==> src/rtl/demux_rr_distributor_if.sv <==
// demux_rr_distributor_if
// Bundles the upstream and downstream handshake/data signals of the
// round-robin demultiplexer.
//   in_data   upstream payload            (upstream -> block)
//   in_valid  upstream offers in_data     (upstream -> block)
//   in_ready  block accepts in_data       (block -> upstream)
//   out_data  held payload, all channels  (block -> downstream)
//   out_valid one-hot channel offer       (block -> downstream)
//   out_ready per-channel accept          (downstream -> block)
// Modports: slave = the distributor, master = the environment driving it.
interface demux_rr_distributor_if #(
  parameter int WIDTH = 8
);
  logic [WIDTH-1:0] in_data;
  logic             in_valid;
  logic             in_ready;
  logic [WIDTH-1:0] out_data;
  logic [7:0]       out_valid;
  logic [7:0]       out_ready;

  modport slave (
    input  in_data, in_valid, out_ready,
    output in_ready, out_data, out_valid
  );

  modport master (
    output in_data, in_valid, out_ready,
    input  in_ready, out_data, out_valid
  );
endinterface

==> src/rtl/demux_rr_distributor.sv <==
// demux_rr_distributor
// Single-entry holding register that forwards each accepted upstream word to
// one of eight downstream channels, chosen round-robin over the enabled
// channels (mode=0) or fixed by fix_sel (mode=1).
// Ports:
//   clk       clock, rising edge
//   rst_n     asynchronous active-low reset
//   bus       handshake/data bundle (slave modport)
//   mode      0 = round-robin, 1 = fixed channel
//   fix_sel   fixed target channel when mode=1
//   en_mask   per-channel eligibility
//   sel       channel index of the held payload
//   busy      high while a payload is held
//   xfer_cnt  completed downstream transfers, wraps at 16 bits
module demux_rr_distributor #(
  parameter int WIDTH = 8
) (
  input  logic                        clk,
  input  logic                        rst_n,
  demux_rr_distributor_if.slave       bus,
  input  logic                        mode,
  input  logic [2:0]                  fix_sel,
  input  logic [7:0]                  en_mask,
  output logic [2:0]                  sel,
  output logic                        busy,
  output logic [15:0]                 xfer_cnt
);

  localparam logic [0:0] IDLE = 1'b0;
  localparam logic [0:0] HOLD = 1'b1;

  logic [0:0]       state_q, state_d;
  logic [WIDTH-1:0] data_q, data_d;
  logic [2:0]       sel_q, sel_d;
  logic [2:0]       last_q, last_d;
  logic [15:0]      cnt_q, cnt_d;

  logic [2:0] last_eff;
  logic [2:0] rr_target;
  logic       rr_found;
  logic [2:0] target;
  logic       target_exists;
  logic       xfer;
  logic       in_hs;
  logic       in_ready_c;

  // A transfer can only happen out of HOLD; bits other than sel are ignored.
  assign xfer = (state_q == HOLD) && bus.out_ready[sel_q];

  // While holding, the next selection is computed as if the held word had
  // already gone, so a same-cycle refill continues the rotation past sel.
  assign last_eff = (state_q == HOLD) ? sel_q : last_q;

  // Round-robin search: walk offsets from 8 down to 1 so the smallest offset
  // from last_eff that hits an enabled channel wins. Offset 8 is last itself.
  always_comb begin
    logic [2:0] idx;
    rr_target = 3'd0;
    rr_found  = 1'b0;
    idx       = 3'd0;
    for (int k = 8; k >= 1; k--) begin
      idx = last_eff + 3'(k);
      if (en_mask[idx]) begin
        rr_target = idx;
        rr_found  = 1'b1;
      end
    end
  end

  always_comb begin
    if (mode) begin
      target        = fix_sel;
      target_exists = en_mask[fix_sel];
    end else begin
      target        = rr_target;
      target_exists = rr_found;
    end
  end

  // In HOLD, a new word is accepted only when the held one leaves this cycle.
  assign in_ready_c = (state_q == IDLE) ? target_exists : (xfer && target_exists);
  assign in_hs      = bus.in_valid && in_ready_c;

  always_comb begin
    state_d = state_q;
    data_d  = data_q;
    sel_d   = sel_q;
    last_d  = last_q;
    cnt_d   = cnt_q;
    if (xfer) begin
      last_d  = sel_q;
      cnt_d   = cnt_q + 16'd1;
      state_d = IDLE;
    end
    if (in_hs) begin
      data_d  = bus.in_data;
      sel_d   = target;
      state_d = HOLD;
    end
  end

  always_ff @(posedge clk or negedge rst_n) begin
    if (!rst_n) begin
      state_q <= IDLE;
      data_q  <= '0;
      sel_q   <= 3'd0;
      last_q  <= 3'd7;
      cnt_q   <= 16'd0;
    end else begin
      state_q <= state_d;
      data_q  <= data_d;
      sel_q   <= sel_d;
      last_q  <= last_d;
      cnt_q   <= cnt_d;
    end
  end

  assign bus.in_ready  = in_ready_c;
  assign bus.out_data  = data_q;
  assign bus.out_valid = (state_q == HOLD) ? (8'd1 << sel_q) : 8'h00;
  assign sel           = sel_q;
  assign busy          = (state_q == HOLD);
  assign xfer_cnt      = cnt_q;

endmodule

==> src/flat_wrapper.sv <==
// flat-port wrapper written by rule: the top's interface ports become plain ports
module demux_rr_distributor_flat 
#(
  parameter int WIDTH = 8
)
  (clk, rst_n, mode, fix_sel, en_mask, sel, busy, xfer_cnt, bus_in_data, bus_in_valid, bus_out_ready, bus_in_ready, bus_out_data, bus_out_valid);
  demux_rr_distributor_if #(.WIDTH(WIDTH)) bus_i ();
  input  logic clk;
  input  logic rst_n;
  input  logic mode;
  input  logic [2:0] fix_sel;
  input  logic [7:0] en_mask;
  output logic [2:0] sel;
  output logic busy;
  output logic [15:0] xfer_cnt;
  input wire logic [$bits(bus_i.in_data)-1:0] bus_in_data;
  input wire logic [$bits(bus_i.in_valid)-1:0] bus_in_valid;
  input wire logic [$bits(bus_i.out_ready)-1:0] bus_out_ready;
  output wire logic [$bits(bus_i.in_ready)-1:0] bus_in_ready;
  output wire logic [$bits(bus_i.out_data)-1:0] bus_out_data;
  output wire logic [$bits(bus_i.out_valid)-1:0] bus_out_valid;
  assign bus_i.in_data = bus_in_data;
  assign bus_i.in_valid = bus_in_valid;
  assign bus_i.out_ready = bus_out_ready;
  assign bus_in_ready = bus_i.in_ready;
  assign bus_out_data = bus_i.out_data;
  assign bus_out_valid = bus_i.out_valid;
  demux_rr_distributor #(.WIDTH(WIDTH)) u_core (.clk(clk), .rst_n(rst_n), .bus(bus_i), .mode(mode), .fix_sel(fix_sel), .en_mask(en_mask), .sel(sel), .busy(busy), .xfer_cnt(xfer_cnt));
endmodule
==> config.mk <==
export PLATFORM = sky130hd
export DESIGN_NAME = demux_rr_distributor_flat
export DESIGN_NICKNAME = d
export VERILOG_FILES = /design/src/rtl/demux_rr_distributor_if.sv /design/src/rtl/demux_rr_distributor.sv /design/src/flat_wrapper.sv
export SDC_FILE = /design/constraint.sdc
export NUM_CORES = 1
export LEC_CHECK = 0
export BUFFER_PORTS_ARGS = -buffer_cell sky130_fd_sc_hd__buf_2
export CAP_MARGIN = 10
export CELL_PAD_IN_SITES_DETAIL_PLACEMENT = 1
export CELL_PAD_IN_SITES_GLOBAL_PLACEMENT = 2
export CORE_UTILIZATION = 23
export CTS_CLUSTER_DIAMETER = 30
export DETAILED_ROUTE_END_ITERATION = 8
export GPL_ROUTABILITY_DRIVEN = 0
export GPL_TIMING_DRIVEN = 0
export HOLD_SLACK_MARGIN = 0.15
export PLACE_DENSITY_LB_ADDON = 0.1
export SYNTH_ARGS = -nofsm -noshare
export SYNTH_HDL_FRONTEND = slang
export SYNTH_SLANG_ARGS = --single-unit
==> constraint.sdc <==
create_clock -name clk -period 5.4 [get_ports clk]
set_input_delay 0.54 -clock clk [delete_from_list [all_inputs] [get_ports clk]]
set_output_delay 0.54 -clock clk [all_outputs]
set_load 0.01 [all_outputs]
==> results list, run 1 <==
- CTS sink count: 31
- Total placed instance area: 0.003094 mm²
- Final worst-path cycle share: 0.8668
- Number of vias after detailed routing: 2265
* Post-CTS setup buffer count: 0
- Data on the critical path is required at its endpoint by 4.86 ns.
* GRT Resource Usage Total: 0.1440
- Detailed-route vias per instance: 4.903
* Worst path max stage delay: 0.60 ns
- Global-route wire length before repair: 12850 µm
- Number of buffers on the longest clock path: 2
* Total leakage power: 1.420 nW
* Register bit count reported by yosys: 31
- In this run the mean area of a mapped cell was 10.44 µm².
* Cell chosen for the clock root: clkbuf_8
* Post-route worst setup slack: 0.7192 ns
- For this configuration, the core starts out at a cell density of 0.2378.
- Setup repair after global routing left no endpoint under its margin.
* Cts repair resizes: 0
- Number of global-route vias before repair: 2305
* Die height: 108.1 µm
- The worst setup path is launched from a flip-flop.
- Layout area overhead: 22.67%
- Wires add up to 8012 µm.
* Clock tree from TritonCTS: done
- Summed over all layers, the global routing overflow is 0.
* Clock buffers created by TritonCTS: 5
- The worst path in the final design needs a cycle of 4.681 ns, including I/O delays and setup.
* Share of async-settable or async-resettable flops after synthesis: 1.000
- In the final layout, the share of cells above drive strength 1 is 0.3944.
- The number of nets in the synthesized netlist is 282.
* Area of the core: 0.01089 mm²
* Number of diodes added for antenna fixing: 0
- H-tree depth reported by CTS: 2
- Signal arrival time at the worst endpoint: 4.14 ns
- CTS Hold Bufs: 0
- STA classifies the critical path endpoint as an output port.
- Primary flip-flop cell chosen by synthesis mapping: dfrtp_1
- In this run, synthesis inferred 0 flip-flops with an integrated enable.
* Detail-routed net length per standard cell: 17.34 µm
- Actual slew at the worst max-slew pin: 0.7238 ns
- Summed area of non-filler cells in the final layout: 0.003176 mm²
- Achievable clock frequency: 213.6 MHz
- In the synthesized netlist, the number of instances is 248.
- Remaining antenna violation count after routing: 0
- Die Footprint: 0.01168 mm²
- Warning count from the yosys run: 0
- Port buffering added 66 buffers.
* Post-placement worst setup slack: 1.007 ns
- The run finished with clean final reports.
- Core Rows: 38
- Measured on the finished design, the core utilization comes to 0.2917.
- In this run, the number of DRC markers left after iteration 0 of detailed routing was 82.
* CP max stage cell: mux4_2
* Top delay family on crit path: buffers and inverters
* Largest net degree at the start of global routing: 32
- The final hold violation count is 0.
* Sequential area share after synthesis: 0.3011
* Worst-path clk slew: 0.07 ns
* Mapped Area: 0.002589 mm²
- The design draws 0.002354 W.
- Cell chain of the critical path: clkbuf_1 > nand2_1 > a21boi_2 > inv_1 > buf_2 > ha_1 > clkbuf_1 > xnor2_2 > mux4_2 > nand2_1 > o21a_1 > buf_2
- Across the VDD grid, the largest voltage drop is 0.0003214 V.
* Detailed-router iteration count before antenna repair: 4
- Slew HR: 0.5175
* DRC violation count after routing: 0
* Setup violators final: 0
* Leading cell types by total area after synthesis: dfrtp_1 27%, mux4_2 13%, mux2_2 7.0%
- Counting both buffers and inverters, the worst setup path holds a total of 5.
- The later pin in the worst-skew pair is clocked with a latency of 0.28 ns.
- Across the run, the number of max-cap violations was 0.
- Top cell type's share of synthesized area: 0.2707
- The number of antenna violations at the first check in global routing is 0.
- Worst setup path class: flip-flop to output port
- Summed over all nets, the half-perimeter wirelength after detailed placement is 6135 µm.
- Of all cell types, the one taking the most synthesized area is dfrtp_1.
* Cell area power density: 741.3 mW/mm²
* Total Nets Final: 355
* Die boundary width: 108.1 µm
- Fin Clk Skew: 0.007633 ns
- Maximum fanout along the worst path: 10
* Worst min path class: input pin to asynchronous set/reset pin
- Number of max-slew violations in the final report: 0
- Counting distinct cell types in the post-synthesis netlist gives 53.
- In the final timing run, aggregate negative setup slack is 0 ns.
- 68 I/O pins were placed.
## stage by stage
stage | hold WS (ns) | instances
after floorplan | 0.2444 | 248
after global routing | 0.3671 | 462
after CTS | 0.3353 | 462
after detailed placement | 0.4710 | 454
final | 0.3053 | 462
after global placement | 0.4745 | 454
## power by group
part | total, W | internal [W] | switching (W)
combinational | 0.00177 | 0.000785 | 0.000987
clock | 0.000180 | 0.0000905 | 0.0000899
sequential | 0.000401 | 0.000321 | 0.0000796
total | 0.00235 | 0.00120 | 0.00116
## synth_stat cells, types with 3 or more instances
library cell  count
dfrtp_1          28
nand2_1          28
mux2_2           16
a21oi_1          15
mux4_2           15
nor2_1           15
mux2i_1          13
xnor2_1          13
inv_1             8
o21ai_0           8
nand4_1           7
nor3_1            6
buf_6             5
and2_1            4
clkbuf_1          4
mux2_4            4
nand2b_1          4
o211ai_1          4
dfstp_2           3
ha_1              3
nand3_1           3
## layer usage
layer,track usage,vias to the layer above,share of wire
li1,-,1077,-
met1,0.1899,1132,0.46
met2,0.2448,49,0.50
met3,0.02170,7,0.025
met4,0.03620,0,0.012
met5,0,-,0
## cell families (layout without fill, tap and decap cells)
logic type / after synthesis / in the layout / share of synthesized area
AO/OA/AOI/OAI: 51 / 51 / 0.1431
XOR/XNOR: 17 / 17 / 0.06332
adder cells (fa/ha/maj): 3 / 3 / 0.01450
buffers and inverters: 19 / 93 / 0.04350
flip-flops: 31 / 31 / 0.3011
multiplexers: 51 / 51 / 0.2943
AND/OR/NAND/NOR: 76 / 76 / 0.1402
## final timing paths
check	to	cells past startpoint	start	slack, ns
worst max-delay path	bus_in_ready	12	u_core.busy$_DFFE_PN0P_	0.72
worst min-delay path	u_core.xfer_cnt[6]$_DFFE_PN0P_	1	rst_n	0.31
worst max register to register	u_core.bus.out_data[4]$_DFFE_PN0P_	13	u_core.busy$_DFFE_PN0P_	1.10
worst min register to register	u_core.xfer_cnt[15]$_DFFE_PN0P_	1	u_core.xfer_cnt[15]$_DFFE_PN0P_	0.48
max in group asynchronous	u_core.sel[0]$_DFFE_PN0P_	1	rst_n	4.62
min in group clk	u_core.xfer_cnt[15]$_DFFE_PN0P_	1	u_core.xfer_cnt[15]$_DFFE_PN0P_	0.48
## flip-flops by register name, indices dropped and copies added (netlist names)
name                 count
u_core.bus.out_data      8
u_core.busy              1
u_core.last_q            3
u_core.sel               3
u_core.xfer_cnt         16
## cell type report
class | count | area, µm²
inverters | 9 | 36.28
well taps | 140 | 175.2
plain buffers | 10 | 76.32
clock inverters | 1 | 5.005
repair buffers | 66 | 330.3
multi-input cells | 198 | 1697
clock buffers | 7 | 76.32
fillers | 1271 | 7712
flip-flops and latches | 31 | 779.5
## placed cells by master (no fill, tap or decap), types with 2 or more instances in the layout
cell,count
inv_1,8
clkbuf_8,5
o211ai_1,4
buf_2,67
nor2_1,15
and3_1,2
o21ai_0,8
buf_6,5
nand2b_1,4
nor3_1,6
mux4_2,15
ha_1,3
xnor2_1,13
and2_1,4
mux2i_2,2
mux2_4,4
a211o_1,2
a2bb2oi_1,2
nor2b_1,2
a21oi_1,15
xnor2_2,2
mux2_2,16
o221ai_1,2
a22oi_1,2
nand2_1,28
dfstp_2,3
a21boi_2,2
mux2i_1,13
nand4_1,7
clkbuf_1,6
nand3_1,3
xor2_1,2
dfrtp_1,28
(Power assumes the default switching activity.)
==> inputs of run 2 (changes only) <==
- RECOVER_POWER: not set -> 100
==> run 2 against run 1 <==
The run now ends with capacitance limit, slew limit left. Clock power about the same. Die area is the same. Cell count is the same. Sequential cell count unchanged. Via count down 0.53%. Sequential power about the same. Critical path depth unchanged. Critical path type unchanged. Critical endpoint unchanged. Largest power group unchanged. Highest routed layer unchanged.
==> results list, run 2 (synthesis results as in run 1) <==
- After legalization and detailed placement, the total HPWL measured 6135 µm.
- Die height: 108.1 µm
- The number of antenna violations at the first check in global routing came to 0.
* Core Rows: 38
- Across the routed clock network, the largest skew measured is 0.009326 ns.
* Die Footprint: 0.01168 mm²
* Initial core utilization: 0.2378
- Of the available clock period, the critical path in the final layout requires 0.8930.
- For this run the aggregate overflow at the end of global routing stands at 0.
- R2R cell count: 13
- Number of vias after detailed routing: 2253
- Headroom to the max-slew limit came out at -0.1422.
* Setup violators final: 0
- Area of the core: 0.01089 mm²
* CTS Hold Bufs: 0
- Crit path capture type: output port
- Clock latency on the worst-skew pair: 0.28 ns
* Global-route wire length before repair: 12850 µm
- Commonest non-fill, non-tap cell in the layout: clkbuf_1
- For this run, design rule violations remaining after detail routing come to 0.
* Post-route worst setup slack: 0.5780 ns
- Total Nets Final: 355
- In the layout the commonest cells are 46 x clkbuf_1, 28 x nand2_1, 28 x buf_2, 28 x dfrtp_1.
- Count of buffers inserted at the top-level ports: 66
- The analysis attributes to cell leakage a power of 1.257 nW.
- Final hold violation count: 0
- The multi-input combinational cells in the finished layout cover a total of 0.001672 mm².
- The detail route stage leaves a number of antenna-violating nets equal to 0.
* Number of diodes added for antenna fixing: 0
- Hold path start: bus_in_data[6]
* Number of global-route vias before repair: 2305
* Actual slew at the worst max-slew pin: 1.713 ns
- Max-cap violations: 1
- Achievable clock frequency: 207.4 MHz
- Cell chosen for the clock root: clkbuf_8
* Cts repair resizes: 0
- In this run the power density over the cells is 743.5 mW/mm².
* Detailed-router iteration count before antenna repair: 4
- From synthesis to final layout, the design area changed by 19.28%.
* Post-Route Setup TNS: 0 ns
- Status: complete, but fails checks
* Total I/O pin count: 68
* Clock buffers created by TritonCTS: 5
* Hold path depth: 2
- H-tree depth reported by CTS: 2
* IR Drop Worst-Case VDD: 0.0003211 V
- Worst min path class: input pin to flip-flop
- Of the cells placed in the final design, the portion with a size suffix greater than 1 is 0.2547.
- Clock-pin slew was measured on the worst setup and hold paths at 0.07 ns.
- GRT Resource Usage Total: 0.1440
- After detailed routing, the average wire length per cell comes to 17.32 µm.
* Critical R2R Launch: u_core.busy$_DFFE_PN0P_
- After detailed routing, the number of vias per cell comes to 4.877.
* Shortest clock period the worst path allows after layout: 4.822 ns
- Counting every sink on the clock net gives 31.
* Fill cell instance count of the final layout: 1284
- Violated checks: capacitance limit, slew limit
- The number of max-slew violations in the final report was 32.
- The register with the most flip-flops in the layout has 16 of them.
- Post-placement worst setup slack: 1.007 ns
* 1st-iter DRT viols: 73
* Area of all sequential standard cells: 779.5 µm²
- Data on the critical path is required at its endpoint by 4.86 ns.
- At the worst endpoint, the arrival time is 4.28 ns.
- Worst setup path class: flip-flop to output port
- Of all nets on the critical path, the largest fanout is 10.
- The final layout contains routed wiring with a total length of 8003 µm.
- R2R Setup Slk: 0.62 ns
* Post-CTS setup buffer count: 0
- The path with the worst hold slack has its endpoint at u_core.bus.out_data[6]$_DFFE_PN0P_.
- RSZ-0062 raised after global routing: false
* Die boundary width: 108.1 µm
- The longest clock path from root to sink contains 2 buffers.
- Largest net degree at the start of global routing: 32
- STA classifies the critical path startpoint as a flip-flop.
* Clock tree from TritonCTS: done
- Reg-to-reg critical path endpoint: u_core.bus.out_data[3]$_DFFE_PN0P_
-- run 2: power by group --
group	internal (W)	total, W	switching [W]
Sequential	0.000321	0.000401	0.0000798
Combinational	0.000737	0.00171	0.000978
Clock	0.0000905	0.000181	0.0000901
Total	0.00115	0.00230	0.00115
-- run 2: how the worst max path moves through the flow --
stage,from,end,slack [ns],depth (start not counted)
after floorplan,u_core.busy$_DFFE_PN0P_,bus_in_ready,1.80,11
after global placement,u_core.busy$_DFFE_PN0P_,bus_in_ready,0.94,12
after detailed placement,u_core.busy$_DFFE_PN0P_,bus_in_ready,1.01,12
after CTS,u_core.busy$_DFFE_PN0P_,bus_in_ready,0.65,12
after global routing,u_core.busy$_DFFE_PN0P_,u_core.bus.out_data[5]$_DFFE_PN0P_,0.18,13
final,u_core.busy$_DFFE_PN0P_,bus_in_ready,0.58,12
-- run 2: area by class of cell --
class / instances / area share
clock buffers: 7 / 0.02472
inverters: 9 / 0.01175
flip-flops and latches: 31 / 0.2524
repair buffers: 66 / 0.09157
plain buffers: 10 / 0.01985
clock inverters: 1 / 0.001621
multi-input cells: 198 / 0.5413
well taps: 140 / 0.05673
-- run 2: metal layers --
layer | track usage | up-vias | part of all wire
li1 | - | 1081 | -
met1 | 0.1899 | 1122 | 0.47
met2 | 0.2448 | 43 | 0.50
met3 | 0.02170 | 7 | 0.025
met4 | 0.03620 | 0 | 0.012
met5 | 0 | - | 0
-- run 2: critical path: stages (launching register included) --
cell	delay (ns)
dfrtp_1	0.46
clkbuf_1	0.26
nand2_1	0.23
a21boi_2	0.49
inv_1	0.12
clkbuf_1	0.28
ha_1	0.28
clkbuf_1	0.21
xnor2_2	0.51
mux4_2	0.60
nand2_1	0.14
o21a_1	0.18
clkbuf_1	0.22
-- run 2: stage by stage --
stage | instance area, µm² | power, W | cells | hold WS [ns] | util
global placement | 3094 | 0.002189 | 454 | 0.4745 | 0.2842
floorplan | 2589 | 0.001719 | 248 | 0.2444 | -
CTS | 3176 | 0.002378 | 462 | 0.3353 | 0.2917
finish | 3088 | 0.002296 | 462 | 0.4649 | 0.2836
global route | 3088 | 0.002498 | 462 | 0.4666 | 0.2836
detailed placement | 3094 | 0.002179 | 454 | 0.4710 | 0.2842
==> inputs of run 3 (changes only) <==
- clock period: 5.4 -> 6 ns (I/O delays scaled with it)
==> run 3 against run 2 <==
The run still ends with capacitance limit, slew limit left. Critical path depth unchanged. Die area unchanged. Register-to-register slack better by 0.43 ns. Combinational power down 11%. Sequential power down 10%. Cell count unchanged. Largest cell class unchanged. Largest power group unchanged.
==> results list, run 3 (synthesis results as in run 1) <==
- Clock buffers created by TritonCTS: 5
- For this run, design rule violations remaining after detail routing come to 0.
- Along the worst path, the maximum fanout reaches 10.
* Worst setup path class: flip-flop to output port
* Global-route wire length before repair: 12850 µm
* Detailed-route vias per instance: 4.874
* Setup violators final: 0
* Max-cap violations: 1
* Die Footprint: 0.01168 mm²
* Post-route worst setup slack: 0.8521 ns
- Final total power: 0.002056 W
- The first routing iteration left 78 violations.
- Achievable clock frequency: 194.3 MHz
* Fill cell instance count of the final layout: 1286
- Detailed-router iteration count before antenna repair: 4
* Die height: 108.1 µm
* Number of diodes added for antenna fixing: 0
* Die boundary width: 108.1 µm
- H-tree depth reported by CTS: 2
- The count of buffers added on input and output ports is 66.
* Cell area power density: 667.0 mW/mm²
- After clock tree synthesis, the clock-pin slew on the worst setup and hold paths is 0.07 ns.
* Routed WL: 8008 µm
- The final reports fail on capacitance limit, slew limit.
- Commonest non-fill, non-tap cell in the layout: clkbuf_1
* Detail-routed net length per standard cell: 17.33 µm
* Slew HR: -0.1434
- 68 I/O pins were placed.
- Number of flip-flops under the largest register name: 16
- Post-CTS repair changed the size of 0 cells.
* Total leakage power: 1.249 nW
- Across the routed clock network, the largest skew measured is 0.009715 ns.
- Post-CTS setup buffer count: 0
- Status: complete, but fails checks
* Cell chosen for the clock root: clkbuf_8
- Cell repeated most along the worst path: clkbuf_1
* Remaining antenna violation count after routing: 0
- Post-Route Setup TNS: 0 ns
- At the pin with the least slew margin, the transition time is 1.715 ns.
* Number of max-slew violations in the final report: 32
- Clock latency on the worst-skew pair: 0.28 ns
- In this design, the stage delay of the slowest critical-path cell is 0.75 ns.
- In the finished design, the share of the clock period the worst path needs comes to 0.8580.
- For the worst setup path, the data arrival time is 4.55 ns.
- In the global route stage, overall resource usage came out at 0.1440.
- For this configuration, the core starts out at a cell density of 0.2378.
- CTS sink count: 31
* Total Nets Final: 355
* Core Rows: 38
* Number of buffers on the longest clock path: 2
* Post-placement worst setup slack: 1.547 ns
- Largest net degree at the start of global routing: 32
* DP HPWL: 6135 µm
- Share of cells above drive strength 1: 0.2484
* CP Launch Type: flip-flop
- CP max stage cell: xnor2_1
- CP required: 5.40 ns
- Shortest clock period the worst path allows after layout: 5.148 ns
- Relative to the synthesized area, the layout overhead comes to 19.09%.
- Post-Route Utilization: 0.2832
- The via count of the first global-routing pass was 2305.
- The final hold violation count came to 0.
- Setup repair after global routing left no endpoint under its margin.
- Cell chain of the critical path: clkbuf_1 > nand2_1 > a21boi_2 > inv_1 > clkbuf_1 > ha_1 > clkbuf_1 > xnor2_1 > mux4_2 > nand2_1 > o21a_1 > clkbuf_1
* Crit path capture type: output port
- Highest-count cells in the layout ignoring fill and taps: 46 x clkbuf_1, 28 x nand2_1, 28 x buf_2, 28 x dfrtp_1
- CTS Hold Bufs: 0
- Clock tree from TritonCTS: done
* Number of vias after detailed routing: 2252
* Area of the core: 0.01089 mm²
- The min-delay analysis places its worst path in the category flip-flop to flip-flop.
- Total global routing overflow: 0
* Initial antenna violation count: 0
- Across the VDD grid, the largest voltage drop is 0.0002883 V.
==> run 3: cell count changes in the layout (fill, tap and decap cells not counted), sizes merged <==
cell / change
buf: +1
clkbuf: -1
==> run 3: final timing paths <==
path,from,end,slack [ns],depth (start not counted)
min in group asynchronous,rst_n,u_core.xfer_cnt[6]$_DFFE_PN0P_,0.75,1
max reg2reg,u_core.busy$_DFFE_PN0P_,u_core.bus.out_data[4]$_DFFE_PN0P_,1.05,13
max,u_core.busy$_DFFE_PN0P_,bus_in_ready,0.85,12
max in group asynchronous,rst_n,u_core.xfer_cnt[0]$_DFFE_PN0P_,4.24,1
min,u_core.xfer_cnt[15]$_DFFE_PN0P_,u_core.xfer_cnt[15]$_DFFE_PN0P_,0.48,1
min reg2reg,u_core.xfer_cnt[15]$_DFFE_PN0P_,u_core.xfer_cnt[15]$_DFFE_PN0P_,0.48,1
==> run 3: stage by stage <==
| step | cell area (µm²) | hold slack, ns | std cells |
|---|---|---|---|
| floorplan | 2589 | 0.3044 | 248 |
| global placement | 3094 | 0.4745 | 454 |
| detailed placement | 3094 | 0.4710 | 454 |
| CTS | 3176 | 0.3953 | 462 |
| global route | 3083 | 0.4989 | 462 |
| finish | 3083 | 0.4798 | 462 |
==> run 3: report_power, final <==
group,internal (W),switching [W],leakage [nW],total [W]
logic,0.000658,0.000875,0.830,0.00153
registers,0.000289,0.0000720,0.376,0.000361
clock network,0.0000814,0.0000808,0.0422,0.000162
total,0.00103,0.00103,1.25,0.00206
==> run 3: worst max-delay path, delay by kind of cell (launching register included) <==
family | cells | cell delay, ns
AOI/OAI and AO/OA | 2 | 0.67
xor gates and xnor gates | 1 | 0.75
adders and majority gates | 1 | 0.28
buffers and inverters | 5 | 1.10
DFF | 1 | 0.46
muxes | 1 | 0.62
and+or+nand+nor | 2 | 0.37
==> run 3: layer usage <==
layer,share of wire,GRT usage,vias to the layer above
met5,0,0,-
met4,0.012,0.03620,0
met3,0.030,0.02170,7
met2,0.50,0.2448,46
met1,0.46,0.1899,1119
li1,-,-,1080
==> run 3: layout make-up <==
cell class                      count  area [µm²]  share of cell area
Tap cell                          140       175.2             0.05682
Buffer                             10       67.56             0.02192
Clock buffer                        7       76.32             0.02476
Sequential cell                    31       779.5              0.2528
Inverter                            9       36.28             0.01177
Clock inverter                      1       5.005            0.001623
Multi-Input combinational cell    198        1660              0.5386
Timing Repair Buffer               66       282.8             0.09172
